`src/rtl/efc_dac_spi_pkg.sv`:
```
// Shared definitions for the OCXO EFC DAC SPI master: FSM encoding,
// register offsets and STATUS field positions.
package efc_dac_spi_pkg;

    typedef enum logic [2:0] {
        StIdle,
        StSetup,
        StShift,
        StHold,
        StGap
    } state_e;

    localparam logic [7:0] OffData   = 8'h00;
    localparam logic [7:0] OffStatus = 8'h04;

    localparam int unsigned StatusBusyBit  = 0;
    localparam int unsigned StatusPendBit  = 1;
    localparam int unsigned StatusCountLsb = 16;

endpackage

```
`src/rtl/spi_tx_shifter.sv`:
```
// SPI mode-0 transmit engine: SCLK divider, MSB-first shift register and bit counter.
// load_i captures the word (MOSI shows the MSB at once); start_i begins clocking.
module spi_tx_shifter #(
    parameter int unsigned DATA_BITS = 16,
    parameter int unsigned CLK_DIV   = 4
) (
    input  logic                 clk,
    input  logic                 resetn,
    input  logic                 load_i,
    input  logic [DATA_BITS-1:0] word_i,
    input  logic                 start_i,
    output logic                 sclk_o,
    output logic                 mosi_o,
    output logic                 busy_o,
    output logic                 done_o
);

    localparam int unsigned DivW = (CLK_DIV > 1) ? $clog2(CLK_DIV) : 1;
    localparam int unsigned BitW = (DATA_BITS > 1) ? $clog2(DATA_BITS) : 1;

    logic                 active_q, active_d;
    logic                 sclk_q, sclk_d;
    logic [DivW-1:0]      div_q, div_d;
    logic [BitW-1:0]      bit_q, bit_d;
    logic [DATA_BITS-1:0] sr_q, sr_d;
    logic                 div_last, bit_last;

    assign div_last = (div_q == DivW'(CLK_DIV - 1));
    assign bit_last = (bit_q == BitW'(DATA_BITS - 1));

    always_comb begin
        active_d = active_q;
        sclk_d   = sclk_q;
        div_d    = div_q;
        bit_d    = bit_q;
        sr_d     = sr_q;
        if (load_i) begin
            sr_d = word_i;
        end
        if (start_i) begin
            active_d = 1'b1;
            sclk_d   = 1'b0;
            div_d    = '0;
            bit_d    = '0;
        end else if (active_q) begin
            if (div_last) begin
                div_d = '0;
                if (!sclk_q) begin
                    sclk_d = 1'b1;
                end else begin
                    // Falling edge: the only place MOSI is allowed to move.
                    sclk_d = 1'b0;
                    if (bit_last) begin
                        active_d = 1'b0;
                    end else begin
                        bit_d = bit_q + 1'b1;
                        sr_d  = {sr_q[DATA_BITS-2:0], 1'b0};
                    end
                end
            end else begin
                div_d = div_q + 1'b1;
            end
        end
    end

    always_ff @(posedge clk or negedge resetn) begin
        if (!resetn) begin
            active_q <= 1'b0;
            sclk_q   <= 1'b0;
            div_q    <= '0;
            bit_q    <= '0;
            sr_q     <= '0;
        end else begin
            active_q <= active_d;
            sclk_q   <= sclk_d;
            div_q    <= div_d;
            bit_q    <= bit_d;
            sr_q     <= sr_d;
        end
    end

    assign sclk_o = sclk_q;
    assign mosi_o = sr_q[DATA_BITS-1];
    assign busy_o = active_q;
    assign done_o = active_q && sclk_q && div_last && bit_last;

endmodule

```
`src/rtl/efc_dac_spi.sv`:
```
// Memory-mapped SPI master for the OCXO EFC DAC: DATA/STATUS registers on iomem,
// one coalescing pending slot, and CS framing around the shift engine.
module efc_dac_spi
    import efc_dac_spi_pkg::*;
#(
    parameter int unsigned          DATA_BITS  = 16,
    parameter int unsigned          CLK_DIV    = 4,
    parameter int unsigned          CS_SETUP   = 2,
    parameter int unsigned          CS_HOLD    = 2,
    parameter int unsigned          CS_GAP     = 2,
    parameter logic [7:0]           REG_BASE   = 8'h20,
    parameter logic [DATA_BITS-1:0] RESET_CODE = 16'h8000
) (
    input  logic        clk,
    input  logic        resetn,
    input  logic        iomem_valid,
    input  logic [3:0]  iomem_wstrb,
    input  logic [31:0] iomem_addr,
    input  logic [31:0] iomem_wdata,
    output logic        iomem_ready,
    output logic [31:0] iomem_rdata,
    output logic        dac_csb,
    output logic        dac_sclk,
    output logic        dac_mosi
);

    localparam logic [7:0] DataAddr = REG_BASE + OffData;
    localparam logic [7:0] StatAddr = REG_BASE + OffStatus;
    localparam int unsigned CntW = 16;

    state_e               state_q, state_d;
    logic [CntW-1:0]      cnt_q, cnt_d;
    logic                 csb_q, csb_d;
    logic [15:0]          count_q, count_d;
    logic                 pending_q, pending_d;
    logic [DATA_BITS-1:0] shadow_q, shadow_d;
    logic                 ready_q, ready_d;
    logic [31:0]          rdata_q, rdata_d;

    logic is_dev, hit_data, hit_stat, data_wr, consume, load, start, shift_done;
    logic unused_ok;

    assign unused_ok = ^{iomem_addr[23:8], iomem_wdata[31:16], iomem_wstrb[3:2]};

    assign is_dev   = iomem_valid && !ready_q && (iomem_addr[31:24] == 8'h03);
    assign hit_data = is_dev && (iomem_addr[7:0] == DataAddr);
    assign hit_stat = is_dev && (iomem_addr[7:0] == StatAddr);
    assign data_wr  = hit_data && (iomem_wstrb[0] || iomem_wstrb[1]);
    assign consume  = (state_q == StIdle) && pending_q;

    always_comb begin
        shadow_d  = shadow_q;
        pending_d = pending_q;
        ready_d   = hit_data || hit_stat;
        rdata_d   = '0;
        // A same-cycle write wins over consume so the new word goes out next.
        if (consume) begin
            pending_d = 1'b0;
        end
        if (data_wr) begin
            for (int i = 0; i < DATA_BITS; i++) begin
                if (iomem_wstrb[i/8]) begin
                    shadow_d[i] = iomem_wdata[i];
                end
            end
            pending_d = 1'b1;
        end
        if (hit_data && (iomem_wstrb == 4'b0000)) begin
            rdata_d = 32'(shadow_q);
        end else if (hit_stat && (iomem_wstrb == 4'b0000)) begin
            rdata_d[StatusBusyBit]             = (state_q != StIdle);
            rdata_d[StatusPendBit]             = pending_q;
            rdata_d[StatusCountLsb +: 16]      = count_q;
        end
    end

    always_comb begin
        state_d = state_q;
        cnt_d   = cnt_q;
        csb_d   = csb_q;
        count_d = count_q;
        load    = 1'b0;
        start   = 1'b0;
        unique case (state_q)
            StIdle: begin
                cnt_d = '0;
                if (pending_q) begin
                    load    = 1'b1;
                    csb_d   = 1'b0;
                    state_d = StSetup;
                end
            end
            StSetup: begin
                if (cnt_q == CntW'(CS_SETUP - 1)) begin
                    cnt_d   = '0;
                    start   = 1'b1;
                    state_d = StShift;
                end else begin
                    cnt_d = cnt_q + 1'b1;
                end
            end
            StShift: begin
                if (shift_done) begin
                    cnt_d   = '0;
                    state_d = StHold;
                end
            end
            StHold: begin
                if (cnt_q == CntW'(CS_HOLD - 1)) begin
                    cnt_d   = '0;
                    csb_d   = 1'b1;
                    count_d = count_q + 1'b1;
                    state_d = StGap;
                end else begin
                    cnt_d = cnt_q + 1'b1;
                end
            end
            StGap: begin
                if (cnt_q == CntW'(CS_GAP - 1)) begin
                    cnt_d   = '0;
                    state_d = StIdle;
                end else begin
                    cnt_d = cnt_q + 1'b1;
                end
            end
            default: begin
                cnt_d   = '0;
                csb_d   = 1'b1;
                state_d = StIdle;
            end
        endcase
    end

    always_ff @(posedge clk or negedge resetn) begin
        if (!resetn) begin
            state_q   <= StIdle;
            cnt_q     <= '0;
            csb_q     <= 1'b1;
            count_q   <= '0;
            pending_q <= 1'b1;
            shadow_q  <= RESET_CODE;
            ready_q   <= 1'b0;
            rdata_q   <= '0;
        end else begin
            state_q   <= state_d;
            cnt_q     <= cnt_d;
            csb_q     <= csb_d;
            count_q   <= count_d;
            pending_q <= pending_d;
            shadow_q  <= shadow_d;
            ready_q   <= ready_d;
            rdata_q   <= rdata_d;
        end
    end

    spi_tx_shifter #(
        .DATA_BITS(DATA_BITS),
        .CLK_DIV  (CLK_DIV)
    ) u_shifter (
        .clk    (clk),
        .resetn (resetn),
        .load_i (load),
        .word_i (shadow_q),
        .start_i(start),
        .sclk_o (dac_sclk),
        .mosi_o (dac_mosi),
        .busy_o (),
        .done_o (shift_done)
    );

    assign iomem_ready = ready_q;
    assign iomem_rdata = rdata_q;
    assign dac_csb     = csb_q;

endmodule

```
`config.mk`:
```
export PLATFORM = sky130hd
export DESIGN_NAME = efc_dac_spi
export DESIGN_NICKNAME = d
export VERILOG_FILES = /design/src/rtl/efc_dac_spi_pkg.sv /design/src/rtl/spi_tx_shifter.sv /design/src/rtl/efc_dac_spi.sv
export SDC_FILE = /design/constraint.sdc
export NUM_CORES = 1
export LEC_CHECK = 0
export ABC_AREA = 1
export BUFFER_PORTS_ARGS = -buffer_cell sky130_fd_sc_hd__buf_4
export CORE_MARGIN = 3
export CORE_UTILIZATION = 55
export DETAILED_ROUTE_END_ITERATION = 8
export GPL_ROUTABILITY_DRIVEN = 0
export PLACE_DENSITY_LB_ADDON = 0.2
export SYNTH_ARGS = -nofsm -noshare
export SYNTH_HDL_FRONTEND = slang
export SYNTH_HIERARCHICAL = 1
export SYNTH_SLANG_ARGS = --single-unit
```
`constraint.sdc`:
```
create_clock -name clk -period 3.8 [get_ports clk]
set_input_delay 0.19 -clock clk [delete_from_list [all_inputs] [get_ports clk]]
set_output_delay 0.19 -clock clk [all_outputs]
set_load 0.01 [all_outputs]
```
## Word-level counts from Yosys, hierarchy flattened

Index checks and enable logic that the tools add are counted.

| storage, ports and cells | value |
|---|---|
| output and inout bits | 36 |
| word-level logic and storage cells | 111 |
| flip-flop bits (word level) | 110 |

| operators by class | value |
|---|---|
| mux-type cells | 46 |
| equal/unequal tests | 16 |
| bitwise operators | 1 |
| add/sub/neg operators | 4 |
| reductions and logical operators | 30 |

Operator list:

| cell | number |
|---|---|
| $mux 16 | 10 |
| $add 16x1->16 const B | 2 |
| $pmux 16 s2 | 1 |
| $mux 4 | 5 |
| $mux 1 | 17 |
| $eq 16x1->1 const B | 1 |
| $eq 8x6->1 const B | 2 |
| $mux 3 | 5 |
| $pmux 3 s5 | 1 |
| $mux 14 | 1 |
| $ne 2x2->1 const B | 6 |
| $logic_and 1x1->1 | 11 |
| $mux 2 | 5 |
| $eq 8x2->1 const B | 1 |
| $reduce_and 2->1 | 4 |
| $reduce_bool 2->1 | 4 |
| $eq 3x2->1 const B | 2 |
| $reduce_or 3->1 | 2 |
| $reduce_and 5->1 | 1 |
| $add 4x1->4 const B | 1 |
| $eq 4x4->1 const B | 1 |
| $logic_not 4->1 | 1 |
| $reduce_and 4->1 | 1 |
| $eq 3x1->1 const B | 1 |
| other kinds (10) | 11 |

## Longest topological paths before layout

Gate-level depths: netlist of the first run.

| depth | value |
|---|---|
| depth in word-level cells | 8 |
| depth in mapped cells | 11 |
| depth with buffers taken out | 10 |

## Cells and area by module

Netlist of the first run, hierarchy kept.

By module, submodules not included:

| module | times used | area each (um^2) | cells each |
|---|---|---|---|
| efc_dac_spi | 1 | 4317.9 | 521 |
| spi_tx_shifter | 1 | 1266.2 | 147 |

## Worst setup path after synthesis of the first run

Ideal clock, no wire load.

| timing | value |
|---|---|
| path type | reg-to-reg |
| from | register cnt_q[1] |
| to | register u_shifter.sr_q[13] |
| data arrival time | 1.757 ns |
| path buffers | 1 |
| slack | 1.969 ns |
| stages on the path, launching flop included | 12 |
| data required time | 3.726 ns |
| cell sequence | dfrtp_1 > inv_1 > ha_1 > nand3_1 > nor2_1 > nand2_1 > nor2_1 > inv_1 > nand3_4 > buf_6 > nand2_2 > o21ai_2 |

| between the ends | value |
|---|---|
| word-level cells in the longest chain between the ends | 4 |

Ends and longest elaborated chain:

| element | line | text |
|---|---|---|
| start: declaration | efc_dac_spi.sv:32 | `logic [CntW-1:0] cnt_q, cnt_d;` |
| start signal: assignment | efc_dac_spi.sv:146 | `cnt_q <= cnt_d;` |
| $eq 16x1->1 | efc_dac_spi.sv:94 | `if (cnt_q == CntW'(CS_SETUP - 1)) begin` |
| $mux 1 | efc_dac_spi.sv:94 |  |
| $mux 1 | efc_dac_spi.sv:84 | `unique case (state_q)` |
| net start | efc_dac_spi.sv:40 | `logic is_dev, hit_data, hit_stat, data_wr, consume, load, start, shift_done;` |
| $mux 16 | spi_tx_shifter.sv:40 | `if (start_i) begin` |
| net u_shifter.sr_d[13] | spi_tx_shifter.sv:25 | `logic [DATA_BITS-1:0] sr_q, sr_d;` |
| end signal: assignment | spi_tx_shifter.sv:78 | `sr_q <= sr_d;` |
| end: declaration | spi_tx_shifter.sv:25 |  |

The timed path passes the listed nets, and every way through them passes these cells.
A chain may end at the register's enable or synchronous reset.

## Worst setup path after layout of the first run

| timing | value |
|---|---|
| from | register cnt_q[1] |
| to | register u_shifter.sr_q[1] |

The elaborated chain is that of the path after synthesis.

==> results of run 1 <==
worst reg2reg max path, cell delays in order, from the launching register on:
cell     delay [ns]
dfrtp_1        0.42
inv_1          0.09
ha_1           0.17
nand3_1        0.08
nor2_1         0.16
nand2_1        0.15
nor2_1         0.36
inv_1          0.23
nand3_4        0.42
nand2_1        0.16
o21ai_2        0.08
flip-flops by register name, indices dropped and copies added, names as in the netlist:
register,count
pending_q,1
cnt_q,16
iomem_ready,1
u_shifter/sr_q,16
shadow_q,16
u_shifter/div_q,2
u_shifter/busy_o,1
count_q,16
dac_csb,1
state_q,3
u_shifter/sclk_o,1
u_shifter/bit_q,4
iomem_rdata,32
power by group:
group / total, mW / internal (mW) / switching, mW
clock network: 0.803 / 0.407 / 0.396
logic: 0.0681 / 0.0306 / 0.0375
registers: 1.17 / 1.17 / 0.0000385
total: 2.04 / 1.61 / 0.434
through the flow:
stage,area [um^2],utilization
floorplan,5584,-
global placement,6166,0.6279
detailed placement,6166,0.6279
CTS,6409,0.6527
global route,6409,0.6527
finish,6409,0.6527
final cells by class:
cell class                 count  area [um^2]  area share
multi-input combinational    451         2332      0.3639
sequential                   110         2756      0.4301
tap                          133        166.4     0.02597
timing repair buffer          77        593.1     0.09254
clock buffer                  11        151.4     0.02362
clock inverter                 5        81.33     0.01269
inverter                      87        327.8     0.05115
layout by cell type, fill, tap and decap left out, types with 2 or more instances in the layout:
| cell | synthesis | layout |
|---|---|---|
| clkbuf_8 | 0 | 11 |
| o21ai_0 | 31 | 31 |
| buf_4 | 4 | 75 |
| xnor2_1 | 9 | 9 |
| ha_1 | 5 | 5 |
| nand3_4 | 4 | 4 |
| inv_1 | 83 | 83 |
| nor3_1 | 5 | 5 |
| nor2_2 | 15 | 15 |
| inv_2 | 3 | 3 |
| xor2_1 | 9 | 9 |
| nand4_1 | 42 | 42 |
| dfrtp_1 | 107 | 107 |
| nor2_1 | 64 | 64 |
| clkinv_2 | 1 | 2 |
| nand2_2 | 2 | 2 |
| nand2_1 | 189 | 189 |
| bufinv_16 | 0 | 2 |
| o21ai_2 | 17 | 17 |
| dfstp_2 | 3 | 3 |
| nand3_1 | 34 | 34 |
| o21ai_1 | 4 | 4 |
| o22ai_1 | 4 | 4 |
| nor2_4 | 3 | 3 |
| nand3_2 | 2 | 2 |
per-layer routing:
layer  up-vias  routed length (um)
met1      2117                4995
li1       2259                   -
met4         0                 265
met5         -                   0
met3        18                 462
met2       102                5729
cell families after synthesis:
group | count (synthesis)
buf+inv | 107
compound gates | 60
fa+ha+maj | 5
simple gates | 368
flops | 110
xor+xnor | 18
how the worst min path moves through the flow:
stage                                              end
final                         shadow_q[15]$_DFFE_PN1P_
after global routing          shadow_q[15]$_DFFE_PN1P_
after CTS                     shadow_q[15]$_DFFE_PN1P_
after detailed placement  u_shifter/sr_q[13]$_DFF_PN0_
after global placement    u_shifter/sr_q[13]$_DFF_PN0_
after floorplan                   cnt_q[0]$_DFFE_PN0N_
==> impl_metrics.toml, run 1 <==
[grt]
grt.met3_usage = 0.03010
first_global_vias = 4345
use_met1 = 0.2774
grt-busiest-layer = "met2"
grt_max_degree = 111
grt.total_usage = 0.2156
overflow = 0
grt_pass1_wl_mm = 19.84
use_met2 = 0.3674
antenna_found_initial = 0

[yosys]
synthFlopType = "dfrtp_1"
synth_compound_area_frac = 0.06924
synth_cell_types = 39
yosysSeqAreaShare = 0.4936
syn_inst = 668
synth_common_cells = "189 x nand2_1, 107 x dfrtp_1, 83 x inv_1"
synth-xor-area-share = 0.02823
yosysWarnings = 6
async_flop_share = 1.000
synth.most_common_cell = "nand2_1"
syn-cell-area_um2 = 5584
ys_seq_elements = 110
synth_edf_count = 0
yosys.area_share.simple = 0.3090
syn_nets = 744
synth_largest_area_cell = "dfrtp_1"
synth-adder-area-share = 0.01120
syn_avg_cell_area_um2 = 8.359
synthMuxAreaShare = 0
netlist_top_cells_area = "dfrtp_1 48%, nand2_1 13%, inv_1 5.6%, nand4_1 4.7%, nor2_1 4.3%"
synth_top_family_by_area = "simple AND/OR/NAND/NOR gates"
yosysTopAreaCellShare = 0.4795

[layout]
antenna_cells = 0
fin_nets = 812
area_growth_syn_to_layout_pct = 14.77
fillCellCount = 856
drive_above_1_share = 0.2011
finalNonFillerCells = 874

[worst_setup_path]
cp_cell_sequence = "inv_1 > ha_1 > nand3_1 > nor2_1 > nand2_1 > nor2_1 > inv_1 > nand3_4 > nand2_1 > o21ai_2"
r2r_start = "cnt_q[1]$_DFFE_PN0N_"
end_kind = "flop"
crit_required_ns = 4.09
rr_worst_depth = 10
crit_end = "u_shifter/sr_q[1]$_DFF_PN0_"
cp.arrival_ns = 2.70
crit_buf_inv = 2
r2r-end = "u_shifter/sr_q[1]$_DFF_PN0_"
crit_cells = 10
critPathTopFamily = "simple AND/OR/NAND/NOR gates"
cp_max_fo = 33
cp-start-kind = "flop"
criticalPathCategory = "flop to flop"
critPathMaxStageDelay_ns = 0.42
critPathLaunch = "cnt_q[1]$_DFFE_PN0N_"
r2r_slack_ns = 1.40
crit_slowest_cell = "dfrtp_1"

[timing]
clock_skew_ns = 0.006941
worst_pin_slew_ns = 0.9946
rsz0062_at_grt = "false"
hold_viol = 0
fin_ws_ns = 1.399
slew-limit-headroom = 0.3354
slew_violations = 0
max_freq_ghz = 0.4165
fin_tns_setup_ns = 0
min_period_over_period = 0.6319
fin_crit_ns = 2.401
timing.hold.ws_ns = 0.04220
setup_viol = 0

[power_and_ir_drop]
power.total_mw = 2.041
cellPowerDensity_nw_per_um2 = 318.6
p_leak_nw = 3.154
ir_drop_uv = 193.5

[clocking]
ctsHoldBuffers = 1
cts_buffers = 9
post_cts_buffers = 0
clkSinkCount = 110
cts.repair.resized = 0
ctsRootBufferMaster = "clkbuf_8"
cts_tree = "yes"
clk_pin_slew_ns = 0.10
cts.path.max_buffers = 2
h-tree-depth = 3
clk_latency_ns = 0.38

[placed_design]
io_buffers = 74
preCtsSetupSlack_ns = 1.432
dp_hpwl_mm = 8.113
placed_cells = 857

[floorplan]
coreArea_um2 = 9819
die_h_um = 106.8
num_rows = 36
dieArea_um2 = 11400
start_util = 0.5687
io_pins = 107
die_x_um = 106.8

[detailed_routing]
firstDrtPassIters = 4
drt_iter0_drc = 242
drc = 0
vias = 4496
via_per_inst = 5.144
wl_mm = 11.45
wire_per_inst_um = 13.10
ant_nets = 0

[job]
drv_cap = 0

[run_status]
status = "finished, final reports clean"

[min_path]
min_from = "iomem_wdata[15]"
hold_path_depth = 3
hold_class = "input pin to flop"
Note: power is estimated with default switching activity, not from simulation.
==> inputs of run 2 (changes only) <==
==> constraint.sdc (replaced) <==
create_clock -name clk -period 2.35 [get_ports clk]
set_input_delay 0.1175 -clock clk [delete_from_list [all_inputs] [get_ports clk]]
set_output_delay 0.1175 -clock clk [all_outputs]
set_load 0.01 [all_outputs]
==> run 2 against run 1 <==
Utilization rose by 0.61 points. Critical path depth did not move. Via count grew 2.0%. Non-clock buffer count is 11 higher. Sequential power up 62%. Maximum frequency up 12%. Cell count increased by 1.3%. Combinational power up 79%. First-iteration DRC count is 12% lower. Sequential share of layout area down 0.40 points. Critical path type unchanged. Largest cell class unchanged. Largest power group unchanged. Highest routed layer unchanged.
==> impl_metrics.toml, run 2 (synthesized netlist as in run 1, its figures left out) <==
[run_status]
status = "finished, final reports clean"

[detailed_routing]
wire_per_inst_um = 13.62
top_layer = "met4"
via_per_inst = 5.180
vias = 4584
wl_met2_mm = 6.173
wl_mm = 12.06
drc = 0
firstDrtPassIters = 7
ant_nets = 0
drt_iter0_drc = 214
dr_wl_met3_um = 540
met1Wirelength_mm = 5.020

[floorplan]
io_pins = 107
die_x_um = 106.8
num_rows = 36
dieArea_um2 = 11400
start_util = 0.5687
coreArea_um2 = 9819
die_h_um = 106.8

[clocking]
ctsRootBufferMaster = "clkbuf_8"
clk_latency_ns = 0.37
cts.path.max_buffers = 2
cts.repair.resized = 0
ctsHoldBuffers = 7
h-tree-depth = 3
clk_pin_slew_ns = 0.10
post_cts_buffers = 0
cts_buffers = 9
clkSinkCount = 110
cts_tree = "yes"

[worst_setup_path]
critPathTopFamily = "simple AND/OR/NAND/NOR gates"
crit_cells = 10
crit_end = "u_shifter/sr_q[11]$_DFF_PN0_"
cp.arrival_ns = 2.45
end_kind = "flop"
rr_worst_depth = 10
critPathLaunch = "cnt_q[1]$_DFFE_PN0N_"
crit_slowest_cell = "dfrtp_1"
critPathMaxStageDelay_ns = 0.43
cp_cell_sequence = "inv_1 > ha_1 > nand3_1 > nor2_1 > nand2_1 > nor2_1 > inv_1 > nand3_4 > nand2_1 > o21ai_2"
cp-start-kind = "flop"
r2r_start = "cnt_q[1]$_DFFE_PN0N_"
crit_required_ns = 2.65
r2r_slack_ns = 0.20
cp_max_fo = 33
crit_buf_inv = 2
r2r-end = "u_shifter/sr_q[11]$_DFF_PN0_"
criticalPathCategory = "flop to flop"

[timing]
setup_viol = 0
rsz0062_at_grt = "false"
min_period_over_period = 0.9157
fin_tns_setup_ns = 0
slew_violations = 0
hold_viol = 0
worst_pin_slew_ns = 0.6051
slew-limit-headroom = 0.5966
max_freq_ghz = 0.4647
fin_crit_ns = 2.152
clock_skew_ns = 0.01379

[layout]
antenna_cells = 0
fin_nets = 823
area_growth_syn_to_layout_pct = 15.84
largest_register_ffs = 32
final_cell_mix = "189 x nand2_1, 107 x dfrtp_1, 83 x inv_1"
finalNonFillerCells = 885
layout.cells.most_common = "nand2_1"
drive_above_1_share = 0.2048
fillCellCount = 831

[grt]
grt_max_degree = 49
overflow = 0
grt_pass1_wl_mm = 20.16
first_global_vias = 4371
antenna_found_initial = 0
grt.total_usage = 0.2204

[power_and_ir_drop]
power.internal_mw = 2.421
switchingPower_uw = 698.8
p_comb_frac = 0.039
seq_power_share = 0.606
cellPowerDensity_nw_per_um2 = 482.4
power.total_mw = 3.120
ir_drop_uv = 280.2
p_leak_nw = 3.177
power_frac_clock = 0.355
swShare = 0.2240

[min_path]
hold_class = "input pin to flop"

[placed_design]
placed_cells = 862
dp_hpwl_mm = 8.796
io_buffers = 74

[job]
drv_cap = 0
==> run 2: per-stage QoR <==
stage | area, um^2 | hold slack (ns) | util | worst slack (ns)
finish | 6469 | 0.01964 | 0.6588 | 0.1981
global placement | 6203 | 0.1731 | 0.6318 | 0.3589
CTS | 6469 | 0.0001472 | 0.6588 | 0.2201
detailed placement | 6203 | 0.1725 | 0.6318 | 0.2467
global route | 6469 | 0.009692 | 0.6588 | 0.04662
floorplan | 5584 | -0.1781 | - | 0.5190
==> run 2: layout make-up <==
type                            count  area [um^2]  area share
Sequential cell                   110         2756      0.4261
Clock inverter                      4        30.03    0.004642
Multi-Input combinational cell    451         2332      0.3605
Inverter                           87        327.8     0.05068
Timing Repair Buffer               88        690.7      0.1068
Tap cell                          133        166.4     0.02573
Clock buffer                       12        165.2     0.02553
==> run 2: worst register-to-register path: cells and delay by family, from the launching register on <==
kind | cells | cell delay (ns)
DFF | 1 | 0.43
AOI/OAI and AO/OA | 1 | 0.08
and+or+nand+nor | 6 | 1.15
adders and majority gates | 1 | 0.16
buffers and inverters | 2 | 0.26
==> run 2: power groups by stage <==
stage	Sequential, mW	Combinational [mW]	Clock, mW
floorplan	1.93	0.0189	0
global placement	1.93	0.112	0
detailed placement	1.93	0.115	0
CTS	1.89	0.125	1.15
global route	1.89	0.135	1.24
finish	1.89	0.122	1.11
==> run 2: worst min path at each step <==
| stage | slack [ns] | from | cells past startpoint | end |
|---|---|---|---|---|
| 2_1_floorplan | -0.18 | resetn | 0 | cnt_q[0]$_DFFE_PN0N_ |
| 3_3_place_gp | 0.17 | resetn | 1 | u_shifter/bit_q[1]$_DFFE_PN0P_ |
| 3_5_place_dp | 0.17 | resetn | 1 | u_shifter/sr_q[13]$_DFF_PN0_ |
| 4_1_cts | 0.0001 | iomem_wdata[9] | 3 | shadow_q[9]$_DFFE_PN0P_ |
| 5_1_grt | 0.01 | iomem_wdata[12] | 3 | shadow_q[12]$_DFFE_PN0P_ |
| 6_report | 0.02 | iomem_wdata[5] | 3 | shadow_q[5]$_DFFE_PN0P_ |
==> run 2: per-layer routing <==
metal / up-vias / GRT usage
li1: 2278 / -
met1: 2178 / 0.2825
met2: 106 / 0.3728
met3: 22 / 0.03191
met4: 0 / 0.09680
met5: - / 0
